`config.mk`:
```
export PLATFORM = sky130hd
export DESIGN_NAME = mul_div_ctrl
export DESIGN_NICKNAME = d
export VERILOG_FILES = /design/src/rtl/mul_div_ctrl.sv
export SDC_FILE = /design/constraint.sdc
export NUM_CORES = 1
export LEC_CHECK = 0
export ABC_AREA = 1
export CORE_MARGIN = 2
export CORE_UTILIZATION = 35
export CTS_BUF_LIST = sky130_fd_sc_hd__clkbuf_8 sky130_fd_sc_hd__clkbuf_16
export CTS_CLUSTER_DIAMETER = 200
export DETAILED_ROUTE_END_ITERATION = 8
export GPL_TIMING_DRIVEN = 0
export PLACE_DENSITY = 0.53
export RECOVER_POWER = 100
export REMOVE_ABC_BUFFERS = 1
export SLEW_MARGIN = 20
export SYNTH_ARGS = -nofsm -noshare
export SYNTH_HDL_FRONTEND = slang
export SYNTH_SLANG_ARGS = --single-unit
```
`constraint.sdc`:
```
create_clock -name clk_100M -period 4.82 [get_ports clk_100M]
set_input_delay 1.205 -clock clk_100M [delete_from_list [all_inputs] [get_ports clk_100M]]
set_output_delay 1.205 -clock clk_100M [all_outputs]
set_load 0.05 [all_outputs]
```
`src/rtl/mul_div_ctrl.sv`:
```
// RV32M multiply/divide sequencer: shift-add multiply and restoring divide,
// one bit per clk_100M cycle, holding alu_complete low while an operation runs.
module mul_div_ctrl #(
  parameter int unsigned XLEN  = 32,
  parameter int unsigned CNT_W = 6
) (
  input  logic            clk_100M,
  input  logic            rst_n,
  input  logic            start,
  input  logic [2:0]      funct3,
  input  logic [XLEN-1:0] op_a,
  input  logic [XLEN-1:0] op_b,
  input  logic            abort,
  output logic            alu_complete,
  output logic [XLEN-1:0] result,
  output logic            result_valid
);

  localparam int unsigned      AW       = 2 * XLEN;
  localparam logic [CNT_W-1:0] CNT_LAST = CNT_W'(XLEN - 1);
  localparam logic [XLEN-1:0]  XMIN     = {1'b1, {(XLEN-1){1'b0}}};

  typedef enum logic [2:0] {
    IDLE   = 3'd0,
    PREP   = 3'd1,
    MUL_IT = 3'd2,
    DIV_IT = 3'd3,
    FIXUP  = 3'd4,
    DONE   = 3'd5
  } state_t;

  state_t           state_q, state_d;
  logic [CNT_W-1:0] cnt_q, cnt_d;
  logic [2:0]       f3_q, f3_d;
  logic [XLEN-1:0]  a_q, a_d;
  logic [XLEN-1:0]  b_q, b_d;
  logic             neg_a_q, neg_a_d;
  logic             neg_b_q, neg_b_d;
  logic [XLEN-1:0]  opnd_q, opnd_d;
  logic [AW-1:0]    acc_q, acc_d;
  logic             alu_complete_d;
  logic [XLEN-1:0]  result_d;
  logic             result_valid_d;

  logic             sign_a, sign_b, neg_a_c, neg_b_c;
  logic [XLEN-1:0]  abs_a, abs_b;
  logic             div_zero, div_ovf;
  logic [XLEN:0]    mul_sum;
  logic [XLEN:0]    rem_sh, div_diff;
  logic [AW-1:0]    prod;
  logic [XLEN-1:0]  quo_fix, rem_fix;

  // Operand sign handling and per-iteration arithmetic
  always_comb begin
    sign_a   = (f3_q == 3'b001) || (f3_q == 3'b010) || (f3_q == 3'b100) || (f3_q == 3'b110);
    sign_b   = (f3_q == 3'b001) || (f3_q == 3'b100) || (f3_q == 3'b110);
    neg_a_c  = sign_a & a_q[XLEN-1];
    neg_b_c  = sign_b & b_q[XLEN-1];
    abs_a    = neg_a_c ? -a_q : a_q;
    abs_b    = neg_b_c ? -b_q : b_q;
    div_zero = (b_q == '0);
    div_ovf  = !f3_q[0] && (a_q == XMIN) && (b_q == '1);
    mul_sum  = {1'b0, acc_q[AW-1:XLEN]} + (acc_q[0] ? {1'b0, opnd_q} : '0);
    rem_sh   = acc_q[AW-1:XLEN-1];
    div_diff = rem_sh - {1'b0, opnd_q};
    prod     = (neg_a_q ^ neg_b_q) ? -acc_q : acc_q;
    quo_fix  = (neg_a_q ^ neg_b_q) ? -acc_q[XLEN-1:0] : acc_q[XLEN-1:0];
    rem_fix  = neg_a_q ? -acc_q[AW-1:XLEN] : acc_q[AW-1:XLEN];
  end

  // Next-state and registered-output logic
  always_comb begin
    state_d        = state_q;
    cnt_d          = cnt_q;
    f3_d           = f3_q;
    a_d            = a_q;
    b_d            = b_q;
    neg_a_d        = neg_a_q;
    neg_b_d        = neg_b_q;
    opnd_d         = opnd_q;
    acc_d          = acc_q;
    alu_complete_d = alu_complete;
    result_d       = result;
    result_valid_d = 1'b0;

    case (state_q)
      IDLE: begin
        if (start) begin
          f3_d           = funct3;
          a_d            = op_a;
          b_d            = op_b;
          alu_complete_d = 1'b0;
          state_d        = PREP;
        end
      end
      PREP: begin
        neg_a_d = neg_a_c;
        neg_b_d = neg_b_c;
        cnt_d   = '0;
        if (f3_q[2]) begin
          opnd_d = abs_b;
          acc_d  = {{XLEN{1'b0}}, abs_a};
        end else begin
          opnd_d = abs_a;
          acc_d  = {{XLEN{1'b0}}, abs_b};
        end
        if (f3_q[2] && (div_zero || div_ovf)) begin
          if (div_zero) result_d = f3_q[1] ? a_q : '1;
          else          result_d = f3_q[1] ? '0 : XMIN;
          result_valid_d = 1'b1;
          alu_complete_d = 1'b1;
          state_d        = DONE;
        end else begin
          state_d = f3_q[2] ? DIV_IT : MUL_IT;
        end
      end
      MUL_IT: begin
        acc_d = {mul_sum, acc_q[XLEN-1:1]};
        cnt_d = cnt_q + CNT_W'(1);
        if (cnt_q == CNT_LAST) state_d = FIXUP;
      end
      DIV_IT: begin
        // Non-negative trial difference means the divisor fits: keep it, quotient bit 1
        if (!div_diff[XLEN]) acc_d = {div_diff[XLEN-1:0], acc_q[XLEN-2:0], 1'b1};
        else                 acc_d = {rem_sh[XLEN-1:0], acc_q[XLEN-2:0], 1'b0};
        cnt_d = cnt_q + CNT_W'(1);
        if (cnt_q == CNT_LAST) state_d = FIXUP;
      end
      FIXUP: begin
        if (f3_q[2])              result_d = f3_q[1] ? rem_fix : quo_fix;
        else if (f3_q[1:0] == 2'b00) result_d = prod[XLEN-1:0];
        else                      result_d = prod[AW-1:XLEN];
        result_valid_d = 1'b1;
        alu_complete_d = 1'b1;
        state_d        = DONE;
      end
      DONE: begin
        state_d = IDLE;
      end
      default: begin
        state_d        = IDLE;
        alu_complete_d = 1'b1;
      end
    endcase

    // Abort wins over every other transition outside IDLE
    if (abort && (state_q != IDLE)) begin
      state_d        = IDLE;
      alu_complete_d = 1'b1;
      result_d       = result;
      result_valid_d = 1'b0;
    end
  end

  // State and datapath registers
  always_ff @(posedge clk_100M or negedge rst_n) begin
    if (!rst_n) begin
      state_q      <= IDLE;
      cnt_q        <= '0;
      f3_q         <= '0;
      a_q          <= '0;
      b_q          <= '0;
      neg_a_q      <= 1'b0;
      neg_b_q      <= 1'b0;
      opnd_q       <= '0;
      acc_q        <= '0;
      alu_complete <= 1'b1;
      result       <= '0;
      result_valid <= 1'b0;
    end else begin
      state_q      <= state_d;
      cnt_q        <= cnt_d;
      f3_q         <= f3_d;
      a_q          <= a_d;
      b_q          <= b_d;
      neg_a_q      <= neg_a_d;
      neg_b_q      <= neg_b_d;
      opnd_q       <= opnd_d;
      acc_q        <= acc_d;
      alu_complete <= alu_complete_d;
      result       <= result_d;
      result_valid <= result_valid_d;
    end
  end

endmodule

```
# Word-level counts from Yosys, hierarchy flattened
# Index checks and enable logic that the tools add are counted.
# word_totals
regBits	208
word_cells	97
# classes
add_sub_neg	8
mux	32
n_bitwise	4
n_reduce_logical	24
n_eq_ne	17
# ops
cell	n
32-bit two-way mux	14
64-bit one-hot mux with 3 select lines	1
64-bit two-way mux	2
32-bit negation	4
32-bit equality test, second input constant	2
64-bit negation	1
32-bit one-hot mux with 2 select lines	1
32-bit by 32-bit adder with 33-bit output	1
33-bit by 32-bit subtractor with 33-bit output	1
32-bit logical NOT	1
3-bit equality test, second input constant	4
3-bit two-way mux	4
3-bit one-hot mux with 4 select lines	1
6-bit one-hot mux with 2 select lines	1
3-bit by 2-bit equality test with 1-bit output, second input constant	3
6-bit by 1-bit adder with 6-bit output, second input constant	1
3-bit by 1-bit equality test with 1-bit output, second input constant	2
6-bit by 5-bit equality test with 1-bit output, second input constant	1
1-bit logical OR	6
1-bit two-way mux	6
3-bit != test, second input constant	2
3-bit AND reduction	2
3-bit nonzero test	2
1-bit logical AND	4
other kinds (15)	18

# Longest topological paths before layout
# Gate-level depths: netlist of the first run.
# depth
word_depth	8
ltp_mapped	21
depth_no_buf	19

# Least setup slack after synthesis of the first run
# No wires, ideal clock.
# synth_path
path_type	reg2reg
start	register acc_q[0]
end	register acc_q[51]
n_path_buf	2
slack_ns	2.140
path_stages_with_launch	20
t_arrival_ns	2.556
setup_time_ns	0.125
required_time_ns	4.695
synth_period_minus_slack_ns	2.680
path_cell_list	dfrtp_1 buf_2 clkbuf_1 nand2_1 inv_1 ha_1 inv_1 fa_1 inv_1 nand2_1 a21oi_1 a21oi_1 o21ai_0 nand2_1 nand2_1 nand2_1 nand2_1 nand2_1 nand3_1 nand3_1
# synth_via
elab_chain_cells	3
# synth_lines
item	line	text
start, declared	40	logic [AW-1:0] acc_q, acc_d;
start signal, assigned	166	acc_q <= '0;
start signal, assigned	179	acc_q <= acc_d;
32-bit two-way mux	63	mul_sum = {1'b0, acc_q[AW-1:XLEN]} + (acc_q[0] ? {1'b0, opnd_q} : '0);
32-bit by 32-bit adder with 33-bit output	63	
64-bit one-hot mux with 3 select lines	86	case (state_q)
# No other way between the ends.
# A chain may end at the register's enable or synchronous reset.

# Worst setup path in the final report of the first run
# layout_path
start	register f3_q[1]
end	register opnd_q[9]
# layout_via
elab_chain_cells	7
# layout_lines
item	line	text
start, declared	34	logic [2:0] f3_q, f3_d;
start signal, assigned	160	f3_q <= '0;
start signal, assigned	173	f3_q <= f3_d;
3-bit by 1-bit equality test with 1-bit output / 3-bit by 2-bit equality test with 1-bit output (equally long branches)	55, 56	
1-bit logical OR (3 in a row)	55	sign_a = (f3_q == 3'b001) || (f3_q == 3'b010) || (f3_q == 3'b100) || (f3_q == 3'b110);
1-bit AND	57	neg_a_c = sign_a & a_q[XLEN-1];
32-bit two-way mux	59	abs_a = neg_a_c ? -a_q : a_q;
32-bit two-way mux *	100	if (f3_q[2]) begin
end signal, assigned	178	opnd_q <= opnd_d;
end, declared	39	logic [XLEN-1:0] opnd_q, opnd_d;
# Mark *: on every way between the ends. The rest lies on a longest branch, timed or not.

==> flow_metrics.py, run 1 <==
metrics = {
    "status": {
        "run_status": "complete, but fails checks",
        "failed_checks": "capacitance limit, slew limit",
    },
    "logic_synthesis": {
        "synth-seq-cells": 208,
        "ys.warnings.count": 0,
        "ys_seq_area_share_pct": 26.3,
        "syn_inst": 3204,
        "synth_edf_count": 0,
        "synthArstFlopShare_pct": 100,
        "synth_area_sq_um": 19800,
        "synthFlopType": "dfrtp_1",
        "avgSynthCellArea_sq_um": 6.17,
        "synth.distinct_cells": 55,
    },
    "cts": {
        "hold_buffers": 0,
        "cts_setup_buffers": 0,
        "clk_latency_ns": 0.58,
        "clk_pin_slew_worst_paths_ns": 0.07,
        "cts_buffer_depth": 3,
        "cts_tree": "done",
        "cts_resized": 0,
        "numCtsBuffers": 26,
        "root_buffer": "clkbuf_16",
        "h-tree-depth": 1,
        "clock_sinks": 208,
    },
    "global_route": {
        "grt_pass1_vias": 21423,
        "antenna_found_initial": 3,
        "grt_start_max_net_pins": 81,
        "track_usage_pct": 30.3,
        "grt_pass1_wl_mm": 135,
        "grt_overflow": 0,
    },
    "power_and_ir_drop": {
        "powerDensity_nw_per_um2": 832,
        "p_leak_uw": 0.0105,
        "peakVddDrop_mv": 0.512,
    },
    "detailed_routing": {
        "wl_per_cell_microns": 22.7,
        "postRouteAntennaNets": 0,
        "route.detailed.drc": 0,
        "viasPerCell": 5.55,
        "first_iter_violations": 1774,
        "via_count": 22164,
        "routed_wl_mm": 90.7,
        "firstDrtPassIters": 7,
    },
    "placement": {
        "dp_cells": 3949,
        "dp.final_hpwl_mm": 72.8,
        "portBuffers": 104,
        "place_ws_ns": 0.354,
        "place.gp.congestion": 1.03,
    },
    "sta": {
        "setup_slack_ns": 0.436,
        "clock_skew_ns": 0.0298,
        "slew_headroom_pct": -106,
        "setup_viol": 0,
        "rsz0062_at_grt": "false",
        "worst_slew_pin_slew_ns": 3.09,
        "drv_slew": 186,
        "fin_crit_sh_pct": 90.9,
        "finalHoldViolations": 0,
        "fin_crit_ns": 4.38,
        "fmax_mhz": 228,
    },
    "worst_hold_path": {
        "hold_class": "reg -> reg",
    },
    "floorplanning": {
        "floorplan.rows": 87,
        "initial_core_util_pct": 35.2,
        "chipWidth_microns": 242,
        "io_pins": 105,
        "die-area_sq_um": 58400,
        "fp.dieH_microns": 242,
        "core-area_sq_um": 56200,
    },
    "layout": {
        "nFillCells": 6241,
        "layout_commonest_cell": "nand2_1",
        "num_antenna_cells": 0,
        "instances_no_fill": 3995,
        "final_nets": 3364,
        "drive_gt1_share_pct": 4.04,
        "synthToLayoutAreaGrowth_pct": 13.3,
        "layout_common_cells": "nand2_1, nor2_1, nand3_1",
    },
    "worst_setup_path": {
        "arrival_ns": 4.81,
        "worst_ep_required_time_ns": 5.24,
        "crit_fanout": 56,
        "startpoint_type": "register",
        "worstSetupEndpointType": "register",
        "critPathKind": "reg -> reg",
    },
    "flow_run": {
        "drv_cap": 4,
    },
}
## where the power goes
| group | internal, uW | switching, uW | total (uW) |
|---|---|---|---|
| Clock | 1190 | 848 | 2040 |
| Sequential | 2570 | 1210 | 3790 |
| Combinational | 3940 | 8890 | 12800 |
| Total | 7700 | 10900 | 18600 |
## layout make-up
class	count	area, sq um	share of cell area [%]
Tap cell	756	946	4.22
Timing Repair Buffer	119	1380	6.16
Clock buffer	32	744	3.32
Inverter	326	1230	5.51
Clock inverter	14	124	0.553
Multi-Input combinational cell	2540	12800	57.0
Sequential cell	208	5210	23.3
## critical path, stage by stage (launching register included)
cell      delay (ns)
dfrtp_2         0.51
buf_12          0.22
inv_1           1.62
nor2_1          0.08
inv_1           0.15
nand2_1         0.07
nand2_1         0.55
nor2_1          0.11
xor2_1          0.18
o211ai_1        0.49
o21ai_0         0.17
## per-layer routing
metal	track usage [%]	vias to the layer above	wire, microns
met5	0	-	0
met4	15.0	0	5010
met3	3.14	184	5050
met2	51.9	804	43100
met1	38.0	10484	37500
li1	-	10692	-
## final timing paths
kind	from	to	slack, ns	cells past startpoint
max	f3_q[1]	opnd_q[9]	0.44	10
min	result[15]	result[15]	0.48	2
max reg2reg	f3_q[1]	opnd_q[9]	0.44	10
min reg2reg	result[15]	result[15]	0.48	2
max in group asynchronous	rst_n	acc_q[0]	1.19	1
min in group asynchronous	rst_n	acc_q[35]	1.65	1
## cell families after synthesis
family	count (synthesis)	synth area share (%)
AND/OR/NAND/NOR	1762	37.8
multiplexers	3	0.171
adder cells (fa/ha/maj)	72	4.63
flip-flops	208	26.3
XOR/XNOR	91	4.03
buffers and inverters	456	9.04
AO/OA/AOI/OAI	612	18.0
## state kept, by name, indices dropped and copies added (netlist names)
register	cells
result	32
f3_q	3
neg_b_q	1
acc_q	64
neg_a_q	1
result_valid	1
state_q	3
b_q	32
a_q	32
opnd_q	32
alu_complete	1
cnt_q	6
## Yosys cell counts, drive strengths merged (4+ instances only)
library cell | count | area [sq um]
inv | 322 | 1210
o211ai | 48 | 360
a22oi | 19 | 143
a31oi | 5 | 31.3
nor3 | 36 | 201
a221oi | 31 | 272
dfrtp | 207 | 5180
ha | 70 | 876
nand3b | 17 | 128
nand3 | 375 | 1890
clkinv | 4 | 16.3
o2111ai | 10 | 87.6
o21a | 9 | 67.6
xnor2 | 19 | 166
clkbuf | 84 | 315
xor2 | 72 | 631
buf | 46 | 248
nand2 | 865 | 3270
nor3b | 4 | 30.0
nand4 | 41 | 263
nor4 | 4 | 25.0
o22ai | 13 | 81.3
a21oi | 261 | 1380
a21o | 6 | 45.0
nor2 | 406 | 1570
o21ai | 199 | 1010
or2 | 11 | 68.8
## through the flow
| step | instance area (sq um) | utilization (%) | total power (uW) | TNS [ns] | hold slack (ns) |
|---|---|---|---|---|---|
| 2_1_floorplan | 19200 | - | 11900 | 0 | 0.468 |
| 3_3_place_gp | 21200 | 37.7 | 16200 | -1754.69 | 0.465 |
| 3_5_place_dp | 21600 | 38.5 | 16500 | 0 | 0.466 |
| 4_1_cts | 22500 | 40.0 | 18600 | 0 | 0.484 |
| 5_1_grt | 22400 | 39.9 | 20200 | 0 | 0.491 |
| 6_report | 22400 | 39.9 | 18600 | 0 | 0.477 |
No activity file was read; power rests on OpenSTA's default activity.
==> run 2: changes to the inputs <==
--- a/config.mk
+++ b/config.mk
@@ -13,7 +13,6 @@
 export DETAILED_ROUTE_END_ITERATION = 8
 export GPL_TIMING_DRIVEN = 0
 export PLACE_DENSITY = 0.53
-export RECOVER_POWER = 100
 export REMOVE_ABC_BUFFERS = 1
 export SLEW_MARGIN = 20
 export SYNTH_ARGS = -nofsm -noshare
==> constraint.sdc (replaced) <==
create_clock -name clk_100M -period 4.82 [get_ports clk_100M]
set_input_delay 0.964 -clock clk_100M [delete_from_list [all_inputs] [get_ports clk_100M]]
set_output_delay 0.964 -clock clk_100M [all_outputs]
set_load 0.05 [all_outputs]
==> flow_metrics.py, run 2 (same netlist as run 1, synthesis figures left out) <==
metrics = {
    "status": {
        "run_status": "complete, no violations",
    },
    "layout": {
        "layout_common_cells": "nand2_1, nor2_1, nand3_1",
        "area.sequential_sq_um": 5210,
        "num_antenna_cells": 0,
        "nFillCells": 6224,
        "instances_no_fill": 3995,
        "synthToLayoutAreaGrowth_pct": 13.7,
        "multiInputGateArea_sq_um": 12800,
        "drive_gt1_share_pct": 4.57,
        "final_nets": 3364,
        "layout_commonest_cell": "nand2_1",
        "regMostFlops": "acc_q",
        "largest_register_ffs": 64,
    },
    "worst_setup_path": {
        "worstSetupEndpointType": "register",
        "worst_ep_required_time_ns": 5.26,
        "crit_fanout": 26,
        "critPathKind": "reg -> reg",
        "startpoint_type": "register",
        "arrival_ns": 4.65,
    },
    "power_and_ir_drop": {
        "fin_total_pwr_uw": 18700,
        "power_frac_seq_pct": 20.3,
        "power.internal_uw": 7750,
        "p_leak_uw": 0.0105,
        "powerDensity_nw_per_um2": 833,
        "p_comb_share_pct": 68.8,
        "p_sw_uw": 11000,
        "peakVddDrop_mv": 0.513,
        "p_sw_share_pct": 58.6,
        "p_clk_share_pct": 10.9,
    },
    "cts": {
        "clk_pin_slew_worst_paths_ns": 0.06,
        "root_buffer": "clkbuf_16",
        "h-tree-depth": 1,
        "clk_latency_ns": 0.58,
        "cts_buffer_depth": 3,
        "clock_sinks": 208,
        "cts_tree": "done",
        "hold_buffers": 0,
        "cts_resized": 0,
        "numCtsBuffers": 26,
        "cts_setup_buffers": 0,
    },
    "sta": {
        "fmax_mhz": 238,
        "worst_slew_pin_slew_ns": 1.11,
        "fin_crit_sh_pct": 87.3,
        "slew_headroom_pct": 25.3,
        "rsz0062_at_grt": "false",
        "fin_crit_ns": 4.21,
        "drv_slew": 0,
        "setup-tns-final_ns": 0,
        "fin_worst_hold_slack_ns": 0.295,
        "setup_viol": 0,
        "clock_skew_ns": 0.0258,
        "finalHoldViolations": 0,
    },
    "global_route": {
        "grt_pass1_vias": 21423,
        "grt_pass1_wl_mm": 135,
        "antenna_found_initial": 3,
        "track_usage_pct": 30.3,
        "grt_overflow": 0,
        "grt_start_max_net_pins": 81,
    },
    "detailed_routing": {
        "wl_per_cell_microns": 22.7,
        "routed_wl_mm": 90.8,
        "via_count": 22206,
        "route.detailed.drc": 0,
        "met1Wirelength_mm": 37.5,
        "firstDrtPassIters": 7,
        "first_iter_violations": 1817,
        "postRouteAntennaNets": 0,
        "met2_length_mm": 43.2,
        "viasPerCell": 5.56,
        "route.met3.wl_mm": 5.12,
        "dr.max_layer_used": "met4",
    },
    "floorplanning": {
        "fp.dieH_microns": 242,
        "floorplan.rows": 87,
        "initial_core_util_pct": 35.2,
        "chipWidth_microns": 242,
        "die-area_sq_um": 58400,
        "io_pins": 105,
        "core-area_sq_um": 56200,
    },
    "placement": {
        "portBuffers": 104,
        "dp_cells": 3949,
        "dp.final_hpwl_mm": 72.8,
        "place.gp.congestion": 1.03,
    },
    "worst_hold_path": {
        "hold_class": "in -> async",
    },
    "flow_run": {
        "drv_cap": 0,
    },
}
[run 2: cell types whose count changed in the layout (fill, tap and decap cells not counted), moves of 4 or more]
cell	previous run	this run
a21oi_2	11	18
a21oi_1	250	242
dlygate4sd3_1	35	0
clkdlybuf4s50_1	68	103
nand2_1	860	856
[run 2: final cells by class]
| type | count | area share (%) |
|---|---|---|
| clock inverter | 14 | 0.551 |
| tap | 756 | 4.21 |
| inverter | 326 | 5.50 |
| sequential | 208 | 23.2 |
| clock buffer | 32 | 3.31 |
| timing repair buffer | 119 | 6.19 |
| multi-input combinational | 2540 | 57.1 |
[run 2: worst paths after layout]
check / endpoint / cells after the start / slack [ns] / from
max: acc_q[52] / 12 / 0.61 / acc_q[32]
min: acc_q[35] / 1 / 0.30 / rst_n
max reg2reg: acc_q[52] / 12 / 0.61 / acc_q[32]
min reg2reg: result[20] / 2 / 0.48 / result[20]
max in group asynchronous: f3_q[2] / 2 / 3.68 / rst_n
min in group clk_100M: result[20] / 2 / 0.48 / result[20]
[run 2: through the flow]
stage	utilization [%]	setup slack, ns	cell area [sq um]
2_1_floorplan	-	0.564	19200
3_3_place_gp	37.7	-6.79	21200
3_5_place_dp	38.5	0.354	21600
4_1_cts	40.0	0.324	22500
5_1_grt	40.0	0.491	22500
6_report	40.0	0.611	22500
[run 2: worst max-delay path: stages (launching register included)]
cell	delay, ns
dfrtp_1	0.58
clkinv_1	0.57
fa_1	0.64
o21ai_2	0.29
a21oi_2	0.18
o21ai_2	0.32
nand2_2	0.12
nand2_1	0.11
nand2_2	0.39
nand2_4	0.49
nand2_1	0.09
nand3_1	0.18
nand3_1	0.09
[run 2: power by group through the flow]
stage / clock [uW] / combinational (uW) / sequential, uW
after global routing: 2150 / 14200 / 3910
after CTS: 2100 / 12700 / 3760
after global placement: 0 / 12400 / 3870
after detailed placement: 0 / 12700 / 3780
final: 2040 / 12900 / 3790
after floorplan: 0 / 8070 / 3830
[run 2: metal layers]
metal | vias to the layer above | track usage (%)
li1 | 10698 | -
met1 | 10572 | 38.0
met2 | 758 | 51.9
met3 | 178 | 3.14
met4 | 0 | 15.0
met5 | - | 0
